$ cat src/rtl/fb_reader.sv
// rtl/fb_reader.sv - centered, replicated framebuffer read path for a 640x480 VGA raster
module fb_reader #(
    parameter int IMG_W   = 320,
    parameter int IMG_H   = 240,
    parameter int SCALE   = 1,
    parameter int RAM_LAT = 1
) (
    input  logic        clk,
    input  logic        rst,
    input  logic        enable,
    input  logic [9:0]  next_x,
    input  logic [9:0]  next_y,
    output logic [18:0] ram_addr,
    input  logic [7:0]  ram_q,
    output logic [7:0]  color_out,
    output logic        active,
    output logic        frame_start
);

    // Displayed window geometry: the scaled image is centered on the raster.
    localparam int WIN_W = IMG_W * SCALE;
    localparam int WIN_H = IMG_H * SCALE;
    localparam int X0    = (640 - WIN_W) / 2;
    localparam int Y0    = (480 - WIN_H) / 2;
    localparam int SHIFT = (SCALE == 4) ? 2 : (SCALE == 2) ? 1 : 0;
    localparam int DLY   = 1 + RAM_LAT;

    localparam logic [10:0] X0_V    = 11'(X0);
    localparam logic [10:0] Y0_V    = 11'(Y0);
    localparam logic [10:0] WIN_W_V = 11'(WIN_W);
    localparam logic [10:0] WIN_H_V = 11'(WIN_H);
    localparam logic [10:0] Y_MASK  = 11'(SCALE - 1);
    localparam logic [18:0] ROW_INC = 19'(IMG_W);

    typedef enum logic {
        IDLE   = 1'b0,
        ACTIVE = 1'b1
    } state_t;

    state_t           state_q, state_d;
    logic             frame_start_q, frame_start_d;
    logic [18:0]      ram_addr_q, ram_addr_d;
    logic [7:0]       color_q, color_d;
    logic [18:0]      row_base_q, row_base_d;
    logic [9:0]       prev_y_q, prev_y_d;
    logic             err_q, err_d;
    logic [DLY-1:0]   win_dly_q, win_dly_d;

    // Offsets from the window origin; a coordinate left of / above the
    // origin wraps to a large 11-bit value and so fails the range test.
    logic [10:0] x_off;
    logic [10:0] y_off;
    logic        x_in;
    logic        y_in;
    logic        in_win;
    logic        boundary;
    logic        y_changed;
    logic        y_step;
    logic        row_adv;
    logic [9:0]  column;

    // Window decode, raster tracking and source column.
    always_comb begin
        x_off     = {1'b0, next_x} - X0_V;
        y_off     = {1'b0, next_y} - Y0_V;
        x_in      = (x_off < WIN_W_V);
        y_in      = (y_off < WIN_H_V);
        in_win    = x_in && y_in;
        boundary  = (next_x == 10'd0) && (next_y == 10'd0);
        y_changed = (next_y != prev_y_q);
        y_step    = (next_y == prev_y_q + 10'd1);
        row_adv   = y_step && (y_off != 11'd0) && ((y_off & Y_MASK) == 11'd0);
        column    = x_off[9:0] >> SHIFT;
    end

    // Row base accumulator and sticky raster-error flag; the error flag is
    // only released at a frame boundary so a broken frame is never shown.
    always_comb begin
        row_base_d = row_base_q;
        err_d      = err_q;
        prev_y_d   = next_y;
        if (!y_in) begin
            row_base_d = 19'd0;
        end else if (y_changed && !y_step) begin
            row_base_d = 19'd0;
            err_d      = 1'b1;
        end else if (row_adv) begin
            row_base_d = row_base_q + ROW_INC;
        end
        if (boundary) begin
            err_d = 1'b0;
        end
    end

    // Frame-level FSM: state only changes at frame boundaries.
    always_comb begin
        state_d       = state_q;
        frame_start_d = 1'b0;
        if (boundary) begin
            case (state_q)
                IDLE: begin
                    if (enable) begin
                        state_d       = ACTIVE;
                        frame_start_d = 1'b1;
                    end
                end
                ACTIVE: begin
                    if (enable) begin
                        frame_start_d = 1'b1;
                    end else begin
                        state_d = IDLE;
                    end
                end
                default: state_d = IDLE;
            endcase
        end
    end

    // Read address, window alignment pipe and output color.
    always_comb begin
        ram_addr_d = 19'd0;
        if ((state_q == ACTIVE) && in_win) begin
            ram_addr_d = row_base_d + {9'd0, column};
        end
        win_dly_d = {win_dly_q[DLY-2:0], in_win};
        color_d   = 8'd0;
        if (win_dly_q[DLY-1] && (state_q == ACTIVE) && !err_q) begin
            color_d = ram_q;
        end
    end

    // All state registers with synchronous active-high reset.
    always_ff @(posedge clk) begin
        if (rst) begin
            state_q       <= IDLE;
            frame_start_q <= 1'b0;
            ram_addr_q    <= 19'd0;
            color_q       <= 8'd0;
            row_base_q    <= 19'd0;
            prev_y_q      <= 10'd0;
            err_q         <= 1'b0;
            win_dly_q     <= '0;
        end else begin
            state_q       <= state_d;
            frame_start_q <= frame_start_d;
            ram_addr_q    <= ram_addr_d;
            color_q       <= color_d;
            row_base_q    <= row_base_d;
            prev_y_q      <= prev_y_d;
            err_q         <= err_d;
            win_dly_q     <= win_dly_d;
        end
    end

    assign ram_addr    = ram_addr_q;
    assign color_out   = color_q;
    assign active      = (state_q == ACTIVE);
    assign frame_start = frame_start_q;

endmodule

$ cat config.mk
export PLATFORM = sky130hd
export DESIGN_NAME = fb_reader
export DESIGN_NICKNAME = d
export VERILOG_FILES = /design/src/rtl/fb_reader.sv
export SDC_FILE = /design/constraint.sdc
export NUM_CORES = 1
export LEC_CHECK = 0
export BUFFER_PORTS_ARGS = -buffer_cell sky130_fd_sc_hd__buf_2
export CAP_MARGIN = 20
export CORE_ASPECT_RATIO = 1.2
export CORE_MARGIN = 4
export CORE_UTILIZATION = 43
export DETAILED_ROUTE_END_ITERATION = 10
export HOLD_SLACK_MARGIN = 0.03
export PLACE_DENSITY = 0.66
export SYNTH_ARGS = -nofsm -noshare
export SYNTH_HDL_FRONTEND = slang
export SYNTH_SLANG_ARGS = --single-unit
$ cat constraint.sdc
create_clock -name clk -period 4.6 [get_ports clk]
set_input_delay 0.23 -clock clk [delete_from_list [all_inputs] [get_ports clk]]
set_output_delay 0.23 -clock clk [all_outputs]
set_load 0.05 [all_outputs]
==> metrics.cfg, run 1 <==
[outcome]
outcome=completed

[place]
gp_congestion=0.858
hpwl_um=6160
placed_cell_area_mm2=0.00385
place_inst=545
numPortBuffers=59

[clock_network]
cts_max_level=3
cts_tree=done
cts_num_sinks=61
clk_latency_ps=340
clockRootBuffer=clkbuf_8
cts_buffers=9
clk_pin_slew_worst_paths_ps=70
cts_buffer_depth=2

[final_layout]
layout-drive-gt1-share_pct=26.3
num-fill-cells=738
multi_input_comb_area_mm2=0.00218
final_nets=517
seq_area_mm2=0.00122
final_common_cell=dfxtp_1
final_cells=568
diodes=0
mostFrequentLayoutCells=60 x dfxtp_1, 59 x buf_2, 42 x nor2_1
syn2layout_area_growth_pct=23.1
final_area_mm2=0.00418

[floorplan]
ios=60
initial_core_util_pct=44.1
die_w_um=89.2
rows=35
coreArea_mm2=0.00771
dieArea_mm2=0.00939
die_h_um=105

[yosys]
seq_area_frac_synth_pct=35.9
synth_top_area_share_pct=35.9
yosys.area.top_type=dfxtp_1
netlist_top_cells_area=dfxtp_1 36%, xnor2_1 6.7%, ha_1 5.2%
synth-seq-cells=61
netlist_instances=395
async_flop_share_pct=0
ys_types=55
synth_flop_cell=dfxtp_1
synth_nets=441
synth.yosys.warnings=0
synth_area_mm2=0.00340
avgSynthCellArea_um2=8.60
synth_edf_count=0

[critical_path]
cp.arrival_ps=4650
cp-start-kind=flop
cpMaxStageDelayCell=or4b_4
critical_path.top_delay_family=simple AND/OR/NAND/NOR gates
cp_slowest_stage_delay_ps=500
path_max_fanout=4
critPathRequiredTime_ps=4800
path_buf_inv=0
crit_path_end_kind=flop
crit_type=reg2reg
path_cells=ha_2, nand2_1, or4b_4, a2111oi_4, o21ai_2, or3_4, a21oi_4, and2_4, ha_2, a21o_1, a21oi_2, o211ai_1, and4_1, o21ai_0, nand2b_1, a21oi_4, or4b_1, xnor2_1, nor2_1

[sta]
hold_viol_final=0
max_slew_margin_pct=35.5
min_period_ps=4450
finalMaxSlewViolations=0
fin_crit_sh_pct=96.6
worst_pin_slew_ps=955
fmaxAchievable_mhz=225
fin_skew_ps=9.94
setup_viol=0

[grt]
grt_usage_pct=18.4
grt_overflow=0
antenna_found_initial=0
grt_pass1_vias=3102
grt_max_degree=36
grt_pass1_wl_um=13800

[detailed_routing]
via_per_inst=5.33
wl_per_cell_um=14.5
ant_nets=0
wl_um=8230
vias=3029
route.detailed.drc=0
drt_iter0_markers=180
drt-pass1-iter-count=4

[pwr]
power_density_mw_per_mm2=254
p_leak_uw=0.00168
ir_worst_vdd_v=0.000195

[job]
drv_cap=0

[min_path]
hold_path_class=in2reg

## per-layer routing
layer	vias up	GRT usage, %	wire length [um]
met2	60	31.3	4080
met1	1411	22.1	3570
li1	1541	-	-
met3	17	3.99	386
met5	-	0	0
met4	0	7.23	189
## report_power, final
part	switching, uW	internal, uW	total [uW]	leakage [uW]
logic	62.7	49.6	112	0.00110
clock network	204	208	412	0.0000901
registers	4.80	534	539	0.000494
total	271	792	1060	0.00168
## cell type report
class | instances | share of cell area, %
clock buffers | 12 | 3.47
clock inverters | 4 | 0.568
flip-flops and latches | 61 | 29.2
inverters | 8 | 0.718
multi-input cells | 309 | 52.1
well taps | 92 | 2.75
repair buffers | 82 | 11.2
## per-stage QoR
step	TNS (ps)	utilization, %	setup WS [ps]	hold WS [ps]	power (uW)
2_1_floorplan	0	-	32.1	352	620
3_3_place_gp	0	50.0	98.1	417	655
3_5_place_dp	-83.0	50.0	-32.6	427	657
4_1_cts	0	52.4	6.33	78.5	1070
5_1_grt	-173	54.3	-61.5	87.5	1110
6_report	0	54.3	155	85.2	1060
## worst reg2reg max path: cells and delay by family (launching register included)
kind | cells | cell delay [ps]
fa+ha+maj | 2 | 360
xor+xnor | 1 | 210
flops | 1 | 330
simple gates | 8 | 2060
compound gates | 8 | 1340
## timing repair
item,4_1_cts,5_1_grt
pin swaps,2,9
hold buffers,0,0
gates resized for setup,1,21
endpoints found under the setup margin,3,9
setup buffers,1,6
## state kept, by name (all words and copies together), names as in the netlist
register     cells
prev_y_q        10
color_out        8
win_dly_q        2
frame_start      1
err_q            1
active           1
row_base_q      19
ram_addr        19
## cell families (layout without fill, tap and decap cells)
kind of cell | count (synthesis) | count (layout) | synth area share (%)
muxes | 3 | 3 | 0.884
buffers and inverters | 25 | 106 | 3.06
xor gates and xnor gates | 43 | 43 | 11.1
AOI/OAI and AO/OA | 64 | 64 | 12.8
and+or+nand+nor | 184 | 184 | 30.5
DFF | 61 | 61 | 35.9
adders and majority gates | 15 | 15 | 5.74
## worst paths after layout
path / slack, ps / startpoint / to / cells past startpoint
min reg2reg: 440 / win_dly_q[0] / win_dly_q[1] / 1
max reg2reg: 150 / prev_y_q[0] / ram_addr[15] / 19
min: 90 / ram_q[1] / color_out[1] / 2
max: 150 / prev_y_q[0] / ram_addr[15] / 19
## synthesized netlist by cell type (10+ instances only)
cell type / count
a21oi_1: 10
and2_1: 16
clkbuf_1: 13
dfxtp_1: 61
ha_1: 14
nand2_1: 16
nor2_1: 42
nor2b_1: 23
nor3_1: 26
o21ai_0: 16
xnor2_1: 26
xor2_1: 17
Power figures use the tool's default switching activity.
==> inputs of run 2 (changes only) <==
--- a/config.mk
+++ b/config.mk
@@ -8,11 +8,11 @@
 export BUFFER_PORTS_ARGS = -buffer_cell sky130_fd_sc_hd__buf_2
 export CAP_MARGIN = 20
 export CORE_ASPECT_RATIO = 1.2
-export CORE_MARGIN = 4
-export CORE_UTILIZATION = 43
+export CORE_MARGIN = 3
+export CORE_UTILIZATION = 40
+export CTS_CLUSTER_DIAMETER = 80
 export DETAILED_ROUTE_END_ITERATION = 10
 export HOLD_SLACK_MARGIN = 0.03
-export PLACE_DENSITY = 0.66
 export SYNTH_ARGS = -nofsm -noshare
 export SYNTH_HDL_FRONTEND = slang
 export SYNTH_SLANG_ARGS = --single-unit
==> metrics.cfg, run 2 (same netlist as run 1, synthesis figures left out) <==
[floorplan]
initial_core_util_pct=41.5
die_h_um=107
rows=36
dieArea_mm2=0.00964
die_w_um=90.1
coreArea_mm2=0.00820
ios=60

[critical_path]
crit_path_end_kind=flop
cp.arrival_ps=4520
path_max_fanout=5
critPathRequiredTime_ps=4810
crit_type=reg2reg
cp-start-kind=flop

[final_layout]
final_area_mm2=0.00418
seq_area_mm2=0.00122
multi_input_comb_area_mm2=0.00212
final_common_cell=dfxtp_1
layout-drive-gt1-share_pct=23.4
mostFrequentLayoutCells=61 x dfxtp_1, 59 x buf_2, 42 x nor2_1
syn2layout_area_growth_pct=22.9
final_nets=515
diodes=0
num-fill-cells=819

[clock_network]
cts_tree=done
hold_buffers=0
clk_latency_ps=350
cts_buffers=9
clockRootBuffer=clkbuf_8
cts_num_sinks=61
cts_buffer_depth=2
cts_max_level=3
clk_pin_slew_worst_paths_ps=70

[detailed_routing]
wl_met2_um=3980
top_layer=met4
route.detailed.drc=0
drt-pass1-iter-count=4
wl_per_cell_um=13.9
drt_iter0_markers=149
wl_met3_um=358
wl_um=8190
via_per_inst=5.11
vias=3007
met1_length_um=3630
ant_nets=0

[sta]
hold_viol_final=0
worst_pin_slew_ps=930
setup_viol=0
fin_crit_sh_pct=93.8
min_period_ps=4320
finalMaxSlewViolations=0
fin_skew_ps=8.19
max_slew_margin_pct=37.2
fmaxAchievable_mhz=232
setup_ws_ps=283

[grt]
grt_pass1_wl_um=13800
grt_overflow=0
antenna_found_initial=0
grt_usage_pct=18.2
grt_max_degree=36
grt_pass1_vias=2981

[place]
placed_cell_area_mm2=0.00391
post-place-ws_ps=42.8
numPortBuffers=59
hpwl_um=6210
gp_congestion=0.832

[outcome]
outcome=completed

[pwr]
power_density_mw_per_mm2=276
p_leak_uw=0.00169
ir_worst_vdd_v=0.000144

[min_path]
hold_path_class=in2reg

[job]
drv_cap=0

==> run 2: final timing paths <==
| kind | start | end | slack, ps | cells after the start |
|---|---|---|---|---|
| worst max-delay path | prev_y_q[1] | ram_addr[15] | 280 | 19 |
| worst min-delay path | ram_q[6] | color_out[6] | 80 | 2 |
| worst max register to register | prev_y_q[1] | ram_addr[15] | 280 | 19 |
| worst min register to register | win_dly_q[0] | win_dly_q[1] | 440 | 1 |
==> run 2: power breakdown <==
part / switching, uW / internal (uW) / total, uW
Combinational: 61.2 / 47.4 / 109
Clock: 211 / 294 / 505
Sequential: 4.78 / 534 / 539
Total: 277 / 875 / 1150
==> run 2: routing by layer <==
| layer | GRT usage (%) | up-vias |
|---|---|---|
| met5 | 0 | - |
| met3 | 4.70 | 16 |
| li1 | - | 1543 |
| met1 | 20.7 | 1392 |
| met4 | 10.3 | 0 |
| met2 | 31.1 | 56 |
==> run 2: timing repair <==
action                     in CTS  in global routing
setup endpoints to repair       0                  9
resized for setup               0                 10
buffers inserted                0                  2
==> run 2: critical path, stage by stage (launching register included) <==
cell,delay (ps)
dfxtp_1,330
ha_1,170
nand2_1,80
or4b_4,490
a2111oi_4,380
o21ai_2,110
or3_4,370
a21oi_4,160
buf_4,150
and2_1,140
ha_1,180
nand2_1,80
o211ai_1,270
and4_1,250
o21ai_0,80
nand2b_1,140
a21oi_4,90
or4b_1,490
xnor2_1,140
nor2_1,60
==> run 2: stage by stage <==
| stage | power, uW | setup TNS, ps | instances | hold WS (ps) | utilization [%] |
|---|---|---|---|---|---|
| after floorplan | 620 | 0 | 395 | 352 | - |
| after global placement | 655 | 0 | 570 | 420 | 47.6 |
| after detailed placement | 656 | 0 | 570 | 420 | 47.6 |
| after CTS | 1160 | 0 | 586 | 58.0 | 50.2 |
| after global routing | 1200 | -48.2 | 588 | 73.6 | 50.9 |
| final | 1150 | 0 | 588 | 77.1 | 50.9 |
==> run 2: layout make-up <==
class | count | share of cell area, %
multi-input combinational | 309 | 50.7
inverter | 8 | 0.719
clock buffer | 13 | 4.05
tap | 114 | 3.42
clock inverter | 3 | 1.02
timing repair buffer | 80 | 10.8
sequential | 61 | 29.2
==> inputs of run 3 (changes only) <==
--- a/config.mk
+++ b/config.mk
@@ -5,6 +5,7 @@
 export SDC_FILE = /design/constraint.sdc
 export NUM_CORES = 1
 export LEC_CHECK = 0
+export ABC_AREA = 1
 export BUFFER_PORTS_ARGS = -buffer_cell sky130_fd_sc_hd__buf_2
 export CAP_MARGIN = 20
 export CORE_ASPECT_RATIO = 1.2
==> metrics.cfg, run 3 <==
[final_layout]
final_area_mm2=0.00427
syn2layout_area_growth_pct=17.3
final_common_cell=nand2_1
layout-drive-gt1-share_pct=16.4
final_cells=744
final_nets=668
seq_area_mm2=0.00122
mostFrequentLayoutCells=121 x nand2_1, 88 x nor2_1, 86 x inv_1
num-fill-cells=956
multi_input_comb_area_mm2=0.00203
diodes=0

[clock_network]
clk_latency_ps=340
cts_max_level=3
postCtsSetupBuffers=0
cts_num_sinks=61
cts_buffer_depth=2
clk_pin_slew_worst_paths_ps=70
cts_buffers=9
clockRootBuffer=clkbuf_8
cts_tree=done

[floorplan]
dieArea_mm2=0.0103
rows=37
coreArea_mm2=0.00870
ios=60
die_h_um=111
die_w_um=93.1
initial_core_util_pct=41.8

[place]
numPortBuffers=59
hpwl_um=7420
place_inst=728
post-place-ws_ps=353
gp_congestion=0.908
placed_cell_area_mm2=0.00406

[yosys]
avgSynthCellArea_um2=6.51
synth_top_area_share_pct=33.5
post-synth-top-count-cell=nand2_1
ys_types=36
async_flop_share_pct=0
netlist_instances=559
seq_area_frac_synth_pct=33.5
synth-seq-cells=61
synth_flop_cell=dfxtp_1
synth_nets=605
netlist_top_cells_area=dfxtp_1 34%, nand2_1 12%, nor2_1 9.1%
synth_area_mm2=0.00364
yosys.area.top_type=dfxtp_1
synthTopCellsByCount=121 x nand2_1, 88 x nor2_1, 86 x inv_1
synth_edf_count=0
synth.yosys.warnings=0

[job]
drv_cap=0

[detailed_routing]
vias=3638
wl_um=9280
drt-pass1-iter-count=4
via_per_inst=4.89
route.detailed.drc=0
ant_nets=0
drt_iter0_markers=168
wl_per_cell_um=12.5

[sta]
fmaxAchievable_mhz=246
fin_skew_ps=10.5
min_period_ps=4060
setup_ws_ps=541
setup_viol=0
finalMaxSlewViolations=0
max_slew_margin_pct=58.6
worst_pin_slew_ps=620
hold_viol_final=0
setup_tns_ps=0
rsz0062_at_grt=false
fin_crit_sh_pct=88.2

[critical_path]
rr_worst_depth=26
cp-start-kind=flop
path_max_fanout=14
critPathRequiredTime_ps=4880
r2r_setup_slack_ps=540
crit_type=reg2reg
cp.arrival_ps=4340
crit_path_end_kind=flop

[min_path]
holdPathStages=3
hold_path_class=in2reg

[pwr]
ir_worst_vdd_v=0.000129
p_leak_uw=0.00203
power_density_mw_per_mm2=274

[grt]
grt_pass1_wl_um=15900
antenna_found_initial=0
grt_max_degree=31
grt_usage_pct=19.1
grt_overflow=0
grt_pass1_vias=3546

[outcome]
outcome=completed

run 3: cell count changes after synthesis, sizes merged, moves of 6 or more:
cell    change
nand2b      -6
nand4      +26
nor3       -12
nand3      +38
clkbuf      -9
and2       -15
xor2        -6
inv        +85
nor2       +55
nor2b      -23
nand2     +109
xnor2      -23
a21oi      +11
run 3: cell families (layout without fill, tap and decap cells):
| family | count (synthesis) | after routing | share of synthesized area, % |
|---|---|---|---|
| adder cells (fa/ha/maj) | 15 | 15 | 5.36 |
| buffers and inverters | 102 | 170 | 10.8 |
| AND/OR/NAND/NOR | 319 | 319 | 39.1 |
| AO/OA/AOI/OAI | 48 | 48 | 7.87 |
| XOR/XNOR | 14 | 14 | 3.37 |
| flip-flops | 61 | 61 | 33.5 |
run 3: per-layer routing:
layer	vias up	global-route usage, %	part of all wire, %
met2	86	34.2	51
li1	1919	-	-
met1	1620	22.3	43
met3	13	3.88	4.3
met5	-	0	0
met4	0	6.55	1.8
run 3: path summary, 6_finish.rpt:
check,from,to
max reg2reg,prev_y_q[0],ram_addr[18]
min reg2reg,win_dly_q[0],win_dly_q[1]
max,prev_y_q[0],ram_addr[18]
min,ram_q[1],color_out[1]
run 3: critical path, cell delays in order, from the launching register on:
cell     delay, ps
dfxtp_1        480
ha_1           300
nand2_1         70
nand2_1         40
nor2_1         130
nand2_1        100
nor3_2         340
nand2_2        150
a21oi_4        150
inv_2          130
nor2_1         110
ha_1           290
fa_1           240
nand2_1         70
nand2_1         70
a21oi_1        100
o21ai_2        210
nand2_1        110
nand2_1         80
nand4_1        160
nor2_2         170
nand2_1        140
nor2_2         120
nand2_1         60
nand2_1         50
inv_1           30
nor2_1          80
run 3: final cells by class:
class	instances	area share, %
repair buffers	61	7.27
flip-flops and latches	61	28.6
inverters	93	8.17
clock buffers	13	3.96
multi-input cells	396	47.6
clock inverters	3	0.996
well taps	117	3.43
run 3: power breakdown:
group	internal (uW)	leakage, uW	switching (uW)	total, uW
clock network	294	0.000106	212	506
registers	534	0.000494	7.27	541
logic	41.7	0.00143	80.7	122
run 3: repair_timing:
| action | 4_1_cts | 5_1_grt |
|---|---|---|
| resized for setup | 0 | 2 |
| hold endpoints to repair | 0 | 0 |
| endpoints found under the setup margin | 0 | 3 |
| hold buffers | 0 | 0 |
run 3: metrics by stage:
stage | utilization, % | hold WS, ps | power (uW)
after detailed placement | 46.6 | 395 | 675
after global routing | 49.1 | 110 | 1230
after floorplan | - | 342 | 635
final | 49.1 | 98.7 | 1170
after CTS | 49.0 | 86.2 | 1180
after global placement | 46.6 | 391 | 674
